===== src/rtl/gamepad_pkg.sv =====
// Shared gamepad definitions: button bit positions, d-pad range and the SNES-only mask.
package gamepad_pkg;

  localparam int NUM_BTNS = 12;

  localparam int BTN_A      = 0;
  localparam int BTN_B      = 1;
  localparam int BTN_SELECT = 2;
  localparam int BTN_START  = 3;
  localparam int BTN_UP     = 4;
  localparam int BTN_DOWN   = 5;
  localparam int BTN_LEFT   = 6;
  localparam int BTN_RIGHT  = 7;
  localparam int BTN_X      = 8;
  localparam int BTN_Y      = 9;
  localparam int BTN_L      = 10;
  localparam int BTN_R      = 11;

  localparam int DPAD_LO = BTN_UP;
  localparam int DPAD_HI = BTN_RIGHT;

  typedef logic [NUM_BTNS-1:0] btn_vec_t;

  localparam btn_vec_t SNES_MASK = 12'hF00;

  // An NES pad has no X/Y/L/R, so those lines are forced low.
  function automatic btn_vec_t mask_buttons(input btn_vec_t raw, input logic is_snes);
    return is_snes ? raw : (raw & ~SNES_MASK);
  endfunction

endpackage


===== src/rtl/gamepad_event_decoder_if.sv =====
// Bundle between the gamepad receiver/consumers (master) and the event decoder (slave).
interface gamepad_event_decoder_if;
  import gamepad_pkg::*;

  logic     controller_latch;
  logic     is_snes;
  btn_vec_t buttons_in;
  btn_vec_t held;
  btn_vec_t pressed;
  btn_vec_t released;
  logic     frame_tick;

  modport master (
    output controller_latch, is_snes, buttons_in,
    input  held, pressed, released, frame_tick
  );

  modport slave (
    input  controller_latch, is_snes, buttons_in,
    output held, pressed, released, frame_tick
  );

endinterface


===== src/rtl/gamepad_repeat_ctr.sv =====
// Per-direction auto-repeat frame counter; built only when GAMEPAD_AUTOREPEAT_EN is defined.
`ifdef GAMEPAD_AUTOREPEAT_EN
module gamepad_repeat_ctr (
  input  logic       clk,
  input  logic       reset,
  input  logic       capture,
  input  logic       now,
  input  logic       prev,
  input  logic [7:0] delay_frames,
  input  logic [7:0] period_frames,
  output logic       repeat_pulse
);

  logic [7:0] cnt;

  always_ff @(posedge clk) begin
    if (reset) begin
      cnt <= 8'd0;
    end else if (capture) begin
      if (now && !prev) begin
        cnt <= delay_frames;
      end else if (now && prev) begin
        if (cnt == 8'd1) begin
          cnt <= period_frames;
        end else if (cnt > 8'd1) begin
          cnt <= cnt - 8'd1;
        end
      end else begin
        cnt <= 8'd0;
      end
    end
  end

  // Requiring now keeps a release on the expiry frame from also repeating.
  assign repeat_pulse = capture && now && prev && (cnt == 8'd1);

endmodule
`endif


===== src/rtl/gamepad_event_decoder.sv =====
// Per-frame button event stage: held levels plus one-cycle pressed/released pulses.
// Optional d-pad auto-repeat is enabled by defining GAMEPAD_AUTOREPEAT_EN.
module gamepad_event_decoder
  import gamepad_pkg::*;
#(
  parameter int REPEAT_DELAY_FRAMES  = 20,
  parameter int REPEAT_PERIOD_FRAMES = 6
) (
  input logic                    clk_50,
  input logic                    reset,
  gamepad_event_decoder_if.slave bus
);

  logic     latch_d;
  logic     capture;
  btn_vec_t m;
  btn_vec_t rep;
  btn_vec_t held_q;
  btn_vec_t pressed_q;
  btn_vec_t released_q;
  logic     tick_q;

  assign capture = bus.controller_latch && !latch_d;
  assign m       = mask_buttons(bus.buttons_in, bus.is_snes);

`ifdef GAMEPAD_AUTOREPEAT_EN
  logic [DPAD_HI-DPAD_LO:0] rep_dpad;

  for (genvar i = DPAD_LO; i <= DPAD_HI; i++) begin : g_rep
    gamepad_repeat_ctr u_ctr (
      .clk           (clk_50),
      .reset         (reset),
      .capture       (capture),
      .now           (m[i]),
      .prev          (held_q[i]),
      .delay_frames  (8'(REPEAT_DELAY_FRAMES)),
      .period_frames (8'(REPEAT_PERIOD_FRAMES)),
      .repeat_pulse  (rep_dpad[i-DPAD_LO])
    );
  end

  assign rep = btn_vec_t'(rep_dpad) << DPAD_LO;
`else
  logic [15:0] unused_repeat_params;
  assign unused_repeat_params = {8'(REPEAT_DELAY_FRAMES), 8'(REPEAT_PERIOD_FRAMES)};
  assign rep = '0;
`endif

  // latch_d resets high so a latch already asserted at reset release is not a frame.
  always_ff @(posedge clk_50) begin
    if (reset) begin
      latch_d    <= 1'b1;
      held_q     <= '0;
      pressed_q  <= '0;
      released_q <= '0;
      tick_q     <= 1'b0;
    end else begin
      latch_d <= bus.controller_latch;
      if (capture) begin
        held_q     <= m;
        pressed_q  <= (m & ~held_q) | rep;
        released_q <= ~m & held_q;
        tick_q     <= 1'b1;
      end else begin
        pressed_q  <= '0;
        released_q <= '0;
        tick_q     <= 1'b0;
      end
    end
  end

  assign bus.held       = held_q;
  assign bus.pressed    = pressed_q;
  assign bus.released   = released_q;
  assign bus.frame_tick = tick_q;

endmodule


===== src/flat_wrapper.sv =====
// flat-port wrapper written by rule: the top's interface ports become plain ports
module gamepad_event_decoder_flat import gamepad_pkg::*;
#(
  parameter int REPEAT_DELAY_FRAMES  = 20,
  parameter int REPEAT_PERIOD_FRAMES = 6
)
  (clk_50, reset, bus_controller_latch, bus_is_snes, bus_buttons_in, bus_held, bus_pressed, bus_released, bus_frame_tick);
  gamepad_event_decoder_if bus_i ();
  input logic clk_50;
  input logic reset;
  input wire logic [$bits(bus_i.controller_latch)-1:0] bus_controller_latch;
  input wire logic [$bits(bus_i.is_snes)-1:0] bus_is_snes;
  input wire logic [$bits(bus_i.buttons_in)-1:0] bus_buttons_in;
  output wire logic [$bits(bus_i.held)-1:0] bus_held;
  output wire logic [$bits(bus_i.pressed)-1:0] bus_pressed;
  output wire logic [$bits(bus_i.released)-1:0] bus_released;
  output wire logic [$bits(bus_i.frame_tick)-1:0] bus_frame_tick;
  assign bus_i.controller_latch = bus_controller_latch;
  assign bus_i.is_snes = bus_is_snes;
  assign bus_i.buttons_in = bus_buttons_in;
  assign bus_held = bus_i.held;
  assign bus_pressed = bus_i.pressed;
  assign bus_released = bus_i.released;
  assign bus_frame_tick = bus_i.frame_tick;
  gamepad_event_decoder #(.REPEAT_DELAY_FRAMES(REPEAT_DELAY_FRAMES), .REPEAT_PERIOD_FRAMES(REPEAT_PERIOD_FRAMES)) u_core (.clk_50(clk_50), .reset(reset), .bus(bus_i));
endmodule

===== config.mk =====
export PLATFORM = sky130hd
export DESIGN_NAME = gamepad_event_decoder_flat
export DESIGN_NICKNAME = d
export VERILOG_FILES = /design/src/rtl/gamepad_pkg.sv /design/src/rtl/gamepad_event_decoder_if.sv /design/src/rtl/gamepad_repeat_ctr.sv /design/src/rtl/gamepad_event_decoder.sv /design/src/flat_wrapper.sv
export SDC_FILE = /design/constraint.sdc
export NUM_CORES = 1
export LEC_CHECK = 0
export CAP_MARGIN = 0
export CORE_UTILIZATION = 30
export CTS_CLUSTER_DIAMETER = 30
export CTS_CLUSTER_SIZE = 8
export DETAILED_ROUTE_END_ITERATION = 10
export PLACE_DENSITY = 0.67
export SKIP_LAST_GASP = 1
export SLEW_MARGIN = 20
export SYNTH_ARGS = -nofsm -noshare
export SYNTH_HDL_FRONTEND = slang
export SYNTH_SLANG_ARGS = --single-unit

===== constraint.sdc =====
create_clock -name clk_50 -period 1.45 [get_ports clk_50]
set_clock_uncertainty 0.1 [all_clocks]
set_input_delay 0.3625 -clock clk_50 [delete_from_list [all_inputs] [get_ports clk_50]]
set_output_delay 0.3625 -clock clk_50 [all_outputs]
set_load 0.01 [all_outputs]

==> impl_results.md, run 1 <==
* Layout cells sized above 1 at 0.215
* All-layer global routing usage at 0.142
* Fin crit period at 1.39 ns
* Post-DR wirelength/cell at 13.3 um
* Sequential element share of the synthesized area at 0.605
* Final period utilization at 0.955
* WHS Path Cells at 2
* Iter 0 DRT Violations at 26
* Core Area at 4000 sq um
* CP endpoint kind: primary output
* Total I/O pin count at 53
* Initial core utilization at 0.314
* Post-synth top area share at 0.605
* Slew @ Worst Pin at 0.264 ns
* Setup TNS at 0 ns
* Top post-synthesis cells by area: dfxtp_1 60%, nor3b_2 12%, nand2_1 7.2%
* Leakage at 0.000888 uW
* Routed Antenna Nets at 0
* Via density at 4.50
* DRT Pass-1 Iters at 4
* Pwr per Cell Area at 988 nW/um^2
* Syn_area_per_cell at 11.0 sq um
* Cell variety after synth at 17
* Pre-CTS setup slack at -0.352 ns
* # nets final at 194
* RSZ-0062 raised after global routing: no
* Fin area at 1940 sq um
* HPWL Detailed at 2220 um
* Post-synthesis cell area at 1260 sq um
* Dpl cell area at 1890 sq um
* Die width at 66.7 um
* First-pass GRT wire length at 4550 um
* Routed WL at 3020 um
* CP Max Fanout at 4
* Syn_nets at 130
* Setup Fix Bufs, Post-CTS at 0
* Power Total at 1920 uW
* Max incr delay on CP at 0.35 ns
* Area of the multi-input gates at 454 sq um
* Final Wtd Congestion at 0.707
* CTS clk-pin slew, worst paths at 0.07 ns
* Synth area leader: dfxtp_1
* Reg2Reg Depth at 5
* Peak supply drop at 547 uV
* Setup CP Type: flop to primary output
* DR DRC count at 0
* Final Hold Viols at 0
* Overflow after GRT at 0
* Diodes inserted at 0
* Initial antenna violation count at 0
* Filler Cell Count at 374
* CP Cell Sequence: dlygate4sd2_1
* WP buf/inv at 1
* Die area at 4450 sq um
* Family with the most delay on the worst path: flip-flops
* Vias in the first global route at 968
* Total number of vias at 1021
* Synthesized flop and latch total at 38
* Most frequent cells in the layout: 35 x dlygate4sd2_1, 35 x dfxtp_1, 24 x nand2_1
* Clk buf depth at 2
* Inserted Clock Buffers at 5
* FF-to-FF setup slack at 0.32 ns
* Worst Hold Launch: bus_controller_latch
* Core Rows at 23
* Hold crit path type: input port to flop
* Largest net degree at the start of global routing at 14
* Core Util, Final at 0.486
* Register area at 764 sq um
* Slew HR at 0.824
* Setup violators final at 0
* Clock Latency Late Sink at 0.27 ns
* I/O Buffers at 52
* Status: finished clean
* Synthesized instance count at 114
* CTS tree: done
* Count of pins over their slew limit at 0
* Synthesis Warnings at 0
* Area grow syn2layout at 54.6%
* Arrival @ worst endpoint at 0.92 ns
* Clock root cell: clkbuf_8
* Clock Sinks at 38
* Fmax at 722 MHz
* R2R Path Start: u_core.latch_d
* Worst setup margin at 0.0649 ns
* Critical-path top delay cell: dfxtp_1
* Cts hold-fix bufs at 0
* H-tree depth at 2
* Stages on the worst setup path at 1
* Max Cap Viol at 0
* Critical Path RT at 0.99 ns
* Crit path launch type: flop
* Die Ht at 66.7 um
* WHS Endpoint: u_core.latch_d
* Reg-to-Reg End: u_core.bus.pressed[11]
through the flow:
step	std cells	hold slack (ns)
global route	227	0.286
floorplan	114	0.332
global placement	221	0.346
detailed placement	221	0.353
CTS	227	0.354
finish	227	0.279
where the power goes:
part	internal (uW)	total, uW	switching, uW	leakage, uW
Sequential	1060	1070	10.7	0.000309
Combinational	88.2	160	71.7	0.000536
Clock	366	689	322	0.0000431
what timing repair did:
item,CTS,global route
resized for setup,39,5
pin swaps,0,2
setup endpoints to repair,47,12
kinds of logic (layout without fill, tap and decap cells):
| family | Yosys count | after routing | synth area share |
|---|---|---|---|
| and+or+nand+nor | 57 | 57 | 0.307 |
| DFF | 38 | 38 | 0.605 |
| AOI/OAI and AO/OA | 12 | 12 | 0.0478 |
| buffers and inverters | 7 | 70 | 0.0398 |
final cells by class:
cell class / instances / area share
multi-input combinational: 69 / 0.234
sequential: 38 / 0.393
clock buffer: 6 / 0.0425
timing repair buffer: 63 / 0.295
tap: 50 / 0.0322
inverter: 1 / 0.00322
cells in the mapped netlist (all sizes together):
cell    instances
a21oi          12
and3            4
buf             5
clkbuf          1
dfxtp          38
inv             1
nand2          25
nand2b          2
nand3           4
nor2b           1
nor3            1
nor3b          19
or2             1
registers in the layout, indices dropped and copies added (netlist names):
name,count
u_core.bus.held,12
u_core.bus.released,12
u_core.bus.pressed,12
u_core.latch_d,1
u_core.bus.frame_tick,1
worst max path at each step:
stage                               startpoint                     end  slack [ns]
after floorplan           bus_controller_latch   u_core.bus.pressed[7]        0.29
after global placement    bus_controller_latch  u_core.bus.pressed[11]       -0.29
after detailed placement  bus_controller_latch  u_core.bus.pressed[11]       -0.35
after CTS                 bus_controller_latch  u_core.bus.pressed[11]       0.002
after global routing        u_core.bus.held[5]             bus_held[5]        0.01
final                       u_core.bus.held[0]             bus_held[0]        0.06
metal layers:
metal  vias to the layer above  share of wire  GRT usage
met1                       479           0.41      0.164
met5                         -              0          0
li1                        505              -          -
met4                         0          0.027     0.0532
met2                        31           0.51      0.242
met3                         6          0.051     0.0428
Power figures use the tool's default switching activity.
==> run 2: changes to the inputs <==
--- a/config.mk
+++ b/config.mk
@@ -6,11 +6,11 @@
 export NUM_CORES = 1
 export LEC_CHECK = 0
 export CAP_MARGIN = 0
-export CORE_UTILIZATION = 30
+export CORE_UTILIZATION = 41
 export CTS_CLUSTER_DIAMETER = 30
 export CTS_CLUSTER_SIZE = 8
 export DETAILED_ROUTE_END_ITERATION = 10
-export PLACE_DENSITY = 0.67
+export PLACE_DENSITY = 0.85
 export SKIP_LAST_GASP = 1
 export SLEW_MARGIN = 20
 export SYNTH_ARGS = -nofsm -noshare
==> constraint.sdc (replaced) <==
create_clock -name clk_50 -period 1.5 [get_ports clk_50]
set_clock_uncertainty 0.1 [all_clocks]
set_input_delay 0.375 -clock clk_50 [delete_from_list [all_inputs] [get_ports clk_50]]
set_output_delay 0.375 -clock clk_50 [all_outputs]
set_load 0.01 [all_outputs]
==> impl_results.md, run 2 (same netlist as run 1, synthesis figures left out) <==
* Diodes inserted at 0 (unchanged)
* HPWL Detailed at 1940 um (-12%)
* P_int at 1340 uW (-12%)
* Slew HR at 0.779 (-0.0451)
* Failing checks: design-rule violations
* Most frequent cells in the layout: 31 x dlygate4sd2_1, 28 x dfxtp_1, 24 x nand2_1
* Metal2 WL at 1380 um (-11%)
* WHS Path Cells at 1 (-1)
* Clk buf depth at 2 (unchanged)
* Setup violators final at 0 (unchanged)
* Slew @ Worst Pin at 0.331 ns (+0.0674 ns)
* Sequential Power Share at 0.605 (+0.047)
* # nets final at 192 (-1.0%)
* Hold crit path type: flop to flop
* Cts hold-fix bufs at 0 (unchanged)
* Post-DR wirelength/cell at 12.8 um (-3.4%)
* FF-to-FF setup slack at 0.29 ns (-0.03 ns)
* WHS Endpoint: u_core.bus.pressed[5]
* CTS tree: done
* Max Cap Viol at 0 (unchanged)
* M1 wire length at 1070 um (-13%)
* Crit path launch type: input port
* Total number of vias at 1015 (-0.59%)
* Critical-path top delay cell: clkdlybuf4s50_1
* P_sw at 381 uW (-5.9%)
* Setup CP Type: input port to flop
* Via density at 4.88 (+8.5%)
* Layout cells sized above 1 at 0.249 (+0.0339)
* Arrival @ worst endpoint at 1.59 ns (+0.67 ns)
* Clock Latency Late Sink at 0.33 ns (+0.06 ns)
* Fmax at 694 MHz
* Power share of the clock group at 0.310 (-0.049)
* Clock root cell: clkbuf_4
* Final Hold Viols at 0 (unchanged)
* Worst Hold Launch: u_core.bus.held[5]
* Setup crit start: bus_controller_latch
* RSZ-0062 raised after global routing: no
* Worst setup margin at 0.0598 ns (-0.00510 ns)
* Die area at 3290 sq um (-26%)
* Core Area at 2830 sq um (-29%)
* Inserted Clock Buffers at 5 (unchanged)
* Commonest non-fill, non-tap cell in the layout: dlygate4sd2_1
* Routed Antenna Nets at 0 (unchanged)
* Critical Path RT at 1.65 ns (+0.66 ns)
* Initial antenna violation count at 0 (unchanged)
* R2R Path Start: u_core.latch_d
* DR DRC count at 10 (+10)
* First-pass GRT wire length at 4130 um (-9.4%)
* Count of pins over their slew limit at 0 (unchanged)
* Final period utilization at 0.960
* Clock Sinks at 38 (unchanged)
* Top layer in use: met4
* Comb power frac at 0.085 (+0.002)
* Core Util, Final at 0.662 (+0.176)
* Status: complete, but fails checks
* Routed WL at 2670 um (-12%)
* Reg-to-Reg End: u_core.bus.pressed[2]
* Fin area at 1870 sq um (-3.7%)
* Filler Cell Count at 219 (-41%)
* Sw Share at 0.222 (+0.0112)
* Area grow syn2layout at 48.9%
* Placed cell count at 200 (-9.5%)
* Fin crit period at 1.44 ns
* Die width at 57.4 um (-14%)
* H-tree depth at 2 (unchanged)
* Die Ht at 57.4 um (-14%)
* CP endpoint kind: flop
* Max incr delay on CP at 0.50 ns (+0.15 ns)
* Peak supply drop at 695 uV (+27%)
* Total I/O pin count at 53 (unchanged)
* Final Wtd Congestion at 0.757 (+7.2%)
* Pre-CTS setup slack at -0.265 ns (+0.0879 ns)
* Initial core utilization at 0.444 (+0.130)
* CP Cell Sequence: clkdlybuf4s50_1 -> nor2b_4 -> nand2b_1 -> buf_4 -> nor3b_1
* Vias in the first global route at 920 (-5.0%)
* Leakage at 0.000854 uW (-3.8%)
* Overflow after GRT at 0 (unchanged)
* Iter 0 DRT Violations at 28 (+7.7%)
* I/O Buffers at 52 (unchanged)
* CTS clk-pin slew, worst paths at 0.10 ns (+0.03 ns)
* Reg2Reg Depth at 4 (-1)
* Core Rows at 19 (-17%)
* DRT Pass-1 Iters at 7 (+3)
* CP Max Fanout at 11 (+7)
* Pwr per Cell Area at 917 nW/um^2 (-7.2%)
* All-layer global routing usage at 0.174 (+0.0325)
* Dpl cell area at 1840 sq um (-2.7%)
* Non-filler cells, final at 208 (-8.4%)
* Largest net degree at the start of global routing at 14 (unchanged)
* Met3 routed WL at 166 um (+8.5%)
[run 2: changes by cell type in the layout (fill, tap and decap cells not counted), sizes merged]
cell and delta:
clkdlybuf4s50 +1, buf -2, clkinv +1, clkbuf +2, clkdlybuf4s15 +2, dlygate4sd2 -4
[run 2: routing by layer]
metal / up-vias / track usage
met5: - / 0
met4: 0 / 0.0941
met3: 6 / 0.0703
met2: 32 / 0.297
met1: 472 / 0.182
li1: 505 / -
[run 2: layout make-up]
| class | count | area, sq um | area share |
|---|---|---|---|
| Inverter | 1 | 6.26 | 0.00334 |
| Sequential cell | 38 | 773 | 0.413 |
| Clock inverter | 1 | 5.00 | 0.00267 |
| Multi-Input combinational cell | 69 | 447 | 0.239 |
| Clock buffer | 7 | 55.1 | 0.0294 |
| Timing Repair Buffer | 61 | 547 | 0.292 |
| Tap cell | 31 | 38.8 | 0.0207 |
[run 2: worst max-delay path, delay by kind of cell]
| kind | cells | cell delay [ns] |
|---|---|---|
| buffers and inverters | 2 | 0.72 |
| and+or+nand+nor | 3 | 0.50 |
[run 2: what timing repair did]
item / CTS / global route
gates resized for setup: 41 / 12
pin swaps: 0 / 0
buffers inserted: 0 / 0
endpoints found under the setup margin: 37 / 11
hold endpoints to repair: 0 / 0
[run 2: worst max path at each step]
stage / endpoint / slack (ns)
detailed placement: u_core.bus.pressed[4] / -0.26
floorplan: u_core.bus.pressed[7] / 0.33
global route: bus_held[2] / 0.005
global placement: u_core.bus.pressed[2] / -0.20
CTS: bus_held[7] / -0.25
finish: u_core.bus.pressed[2] / 0.06
[run 2: power by group through the flow]
stage	registers [uW]	clock network, uW	logic (uW)
2_1_floorplan	1070	0	50.3
3_3_place_gp	1060	0	151
3_5_place_dp	1060	0	155
4_1_cts	1040	553	146
5_1_grt	1040	600	156
6_report	1040	533	145
[run 2: through the flow]
stage / hold WS (ns) / total power, uW / setup TNS [ns]
after floorplan: 0.344 / 1120 / 0
after global routing: 0.360 / 1800 / 0
after CTS: 0.351 / 1740 / -0.254
after detailed placement: 0.353 / 1210 / -5.59
after global placement: 0.343 / 1210 / -3.94
final: 0.337 / 1720 / 0
==> run 3: changes to the inputs <==
--- a/config.mk
+++ b/config.mk
@@ -6,11 +6,12 @@
 export NUM_CORES = 1
 export LEC_CHECK = 0
 export CAP_MARGIN = 0
-export CORE_UTILIZATION = 41
+export CORE_UTILIZATION = 43
+export CTS_BUF_LIST = sky130_fd_sc_hd__clkbuf_8
 export CTS_CLUSTER_DIAMETER = 30
 export CTS_CLUSTER_SIZE = 8
 export DETAILED_ROUTE_END_ITERATION = 10
-export PLACE_DENSITY = 0.85
+export PLACE_DENSITY = 0.88
 export SKIP_LAST_GASP = 1
 export SLEW_MARGIN = 20
 export SYNTH_ARGS = -nofsm -noshare
==> impl_results.md, run 3 (same netlist as run 1, synthesis figures left out) <==
* Reg2Reg Depth at 4 (unchanged)
* Family with the most delay on the worst path: flip-flops
* Pre-CTS setup slack at -0.237 ns (+0.0280 ns)
* Arrival @ worst endpoint at 0.98 ns (-0.61 ns)
* Die area at 3140 sq um (-4.5%)
* Die width at 56.1 um (-2.3%)
* Via density at 4.96 (+1.7%)
* Hold crit path type: flop to flop
* All-layer global routing usage at 0.198 (+0.0243)
* Worst setup margin at 0.0417 ns (-0.0181 ns)
* Setup violators final at 0 (unchanged)
* First-pass GRT wire length at 4660 um (+13%)
* Sequential Power Share at 0.511 (-0.094)
* Pwr per Cell Area at 1060 nW/um^2 (+16%)
* Diodes inserted at 0 (unchanged)
* Initial core utilization at 0.456 (+0.0115)
* Overflow after GRT at 0 (unchanged)
* HPWL Detailed at 2130 um (+9.6%)
* Inserted Clock Buffers at 5 (unchanged)
* Clock root cell: clkbuf_8
* Iter 0 DRT Violations at 20 (-29%)
* Reg-to-Reg End: u_core.bus.pressed[1]
* Final Hold Viols at 0 (unchanged)
* R2R Path Start: u_core.latch_d
* CP Max Fanout at 4 (-7)
* Comb power frac at 0.073 (-0.012)
* Fmax at 686 MHz (-1.2%)
* Critical Path RT at 1.02 ns (-0.63 ns)
* Crit path launch type: flop
* Initial antenna violation count at 0 (unchanged)
* Status: finished clean
* H-tree depth at 2 (unchanged)
* Total I/O pin count at 53 (unchanged)
* WHS Path Cells at 1 (unchanged)
* Most frequent cells in the layout: 37 x dlygate4sd2_1, 37 x dfxtp_1, 24 x nand2_1
* P_int at 1590 uW (+19%)
* P_sw at 433 uW (+14%)
* Clock Sinks at 38 (unchanged)
* Metal2 WL at 1540 um (+12%)
* FF-to-FF setup slack at 0.34 ns (+0.05 ns)
* Slew HR at 0.836 (+0.0571)
* Max incr delay on CP at 0.40 ns (-0.10 ns)
* Power share of the clock group at 0.416 (+0.106)
* Placed cell count at 200 (unchanged)
* WHS Endpoint: u_core.bus.pressed[9]
* WP buf/inv at 1 (-1)
* Post-DR wirelength/cell at 14.1 um (+9.6%)
* Area of the multi-input gates at 447 sq um (unchanged)
* Critical-path top delay cell: dfxtp_1
* Core Area at 2760 sq um (-2.5%)
* CTS tree: done
* Setup CP Type: flop to primary output
* Fin crit period at 1.46 ns (+0.0181 ns)
* DR DRC count at 0 (-10)
* Routed WL at 2930 um (+9.6%)
* Sw Share at 0.213 (-0.00843)
* CP Cell Sequence: dlygate4sd2_1
* Die Ht at 56.1 um (-2.3%)
* Total number of vias at 1032 (+1.7%)
* Final period utilization at 0.972 (+0.0120)
* Register area at 762 sq um (-1.5%)
* Top layer in use: met4
* Count of pins over their slew limit at 0 (unchanged)
* Met3 routed WL at 162 um (-2.4%)
* Peak supply drop at 1460 uV (+110%)
* CP endpoint kind: primary output
* Vias in the first global route at 1011 (+9.9%)
* CTS clk-pin slew, worst paths at 0.08 ns (-0.02 ns)
* # nets final at 192 (unchanged)
* M1 wire length at 1160 um (+8.8%)
* I/O Buffers at 52 (unchanged)
* Non-filler cells, final at 208 (unchanged)
* Cts hold-fix bufs at 0 (unchanged)
* Slew @ Worst Pin at 0.246 ns (-0.0854 ns)
* Final Wtd Congestion at 0.738 (-2.6%)
* DRT Pass-1 Iters at 6 (-1)
* Routed Antenna Nets at 0 (unchanged)
* Filler Cell Count at 209 (-4.6%)
* Largest net degree at the start of global routing at 14 (unchanged)
* Core Rows at 19 (unchanged)
* RSZ-0062 raised after global routing: no
* Clk buf depth at 2 (unchanged)
* Clock Latency Late Sink at 0.29 ns (-0.04 ns)
* Worst Hold Launch: u_core.bus.held[9]
* Layout cells sized above 1 at 0.198 (-0.0508)
* Max Cap Viol at 0 (unchanged)
* Leakage at 0.000877 uW (+2.7%)
* Area grow syn2layout at 51.4%
-- run 3: cell types whose count changed in the layout (fill, tap and decap cells not counted), sizes merged --
cell,delta
clkinv,+1
dlygate4sd2,+6
bufinv,+1
clkbuf,-3
clkdlybuf4s15,-4
dlymetal6s2s,-1
-- run 3: area by class of cell --
cell class | instances | area share
clock buffers | 5 | 0.0361
clock inverters | 3 | 0.0210
inverters | 1 | 0.00329
multi-input cells | 69 | 0.235
flip-flops and latches | 38 | 0.400
well taps | 31 | 0.0204
repair buffers | 61 | 0.284
-- run 3: worst max path at each step --
| stage | from | depth (start not counted) | endpoint |
|---|---|---|---|
| 2_1_floorplan | bus_controller_latch | 5 | u_core.bus.pressed[7] |
| 3_3_place_gp | bus_controller_latch | 5 | u_core.bus.pressed[1] |
| 3_5_place_dp | bus_controller_latch | 5 | u_core.bus.pressed[7] |
| 4_1_cts | u_core.bus.held[10] | 1 | bus_held[10] |
| 5_1_grt | u_core.bus.held[10] | 1 | bus_held[10] |
| 6_report | u_core.bus.held[10] | 1 | bus_held[10] |
-- run 3: power by group through the flow --
stage	combinational [uW]	sequential [uW]	clock [uW]
floorplan	50.3	1070	0
global placement	151	1060	0
detailed placement	156	1060	0
CTS	147	1040	856
global route	157	1040	899
finish	147	1040	844
-- run 3: per-stage QoR --
| step | setup TNS [ns] | hold WS (ns) | cell area, sq um | util | power, uW |
|---|---|---|---|---|---|
| global route | 0 | 0.362 | 1900 | 0.691 | 2100 |
| detailed placement | -4.75 | 0.356 | 1840 | 0.667 | 1220 |
| floorplan | 0 | 0.344 | 1260 | - | 1120 |
| finish | 0 | 0.343 | 1900 | 0.691 | 2030 |
| CTS | 0 | 0.347 | 1900 | 0.691 | 2040 |
| global placement | -4.06 | 0.348 | 1840 | 0.667 | 1210 |
-- run 3: routing by layer --
layer  GRT usage  up-vias
met2       0.342       35
met5           0        -
met3      0.0698        4
met4      0.0941        0
met1       0.216      494
li1            -      499
-- run 3: what timing repair did --
action                     in CTS  in global routing
setup endpoints to repair      37                  0
resized for setup              38                  0
setup buffers                   0                  0
hold endpoints to repair        0                  0
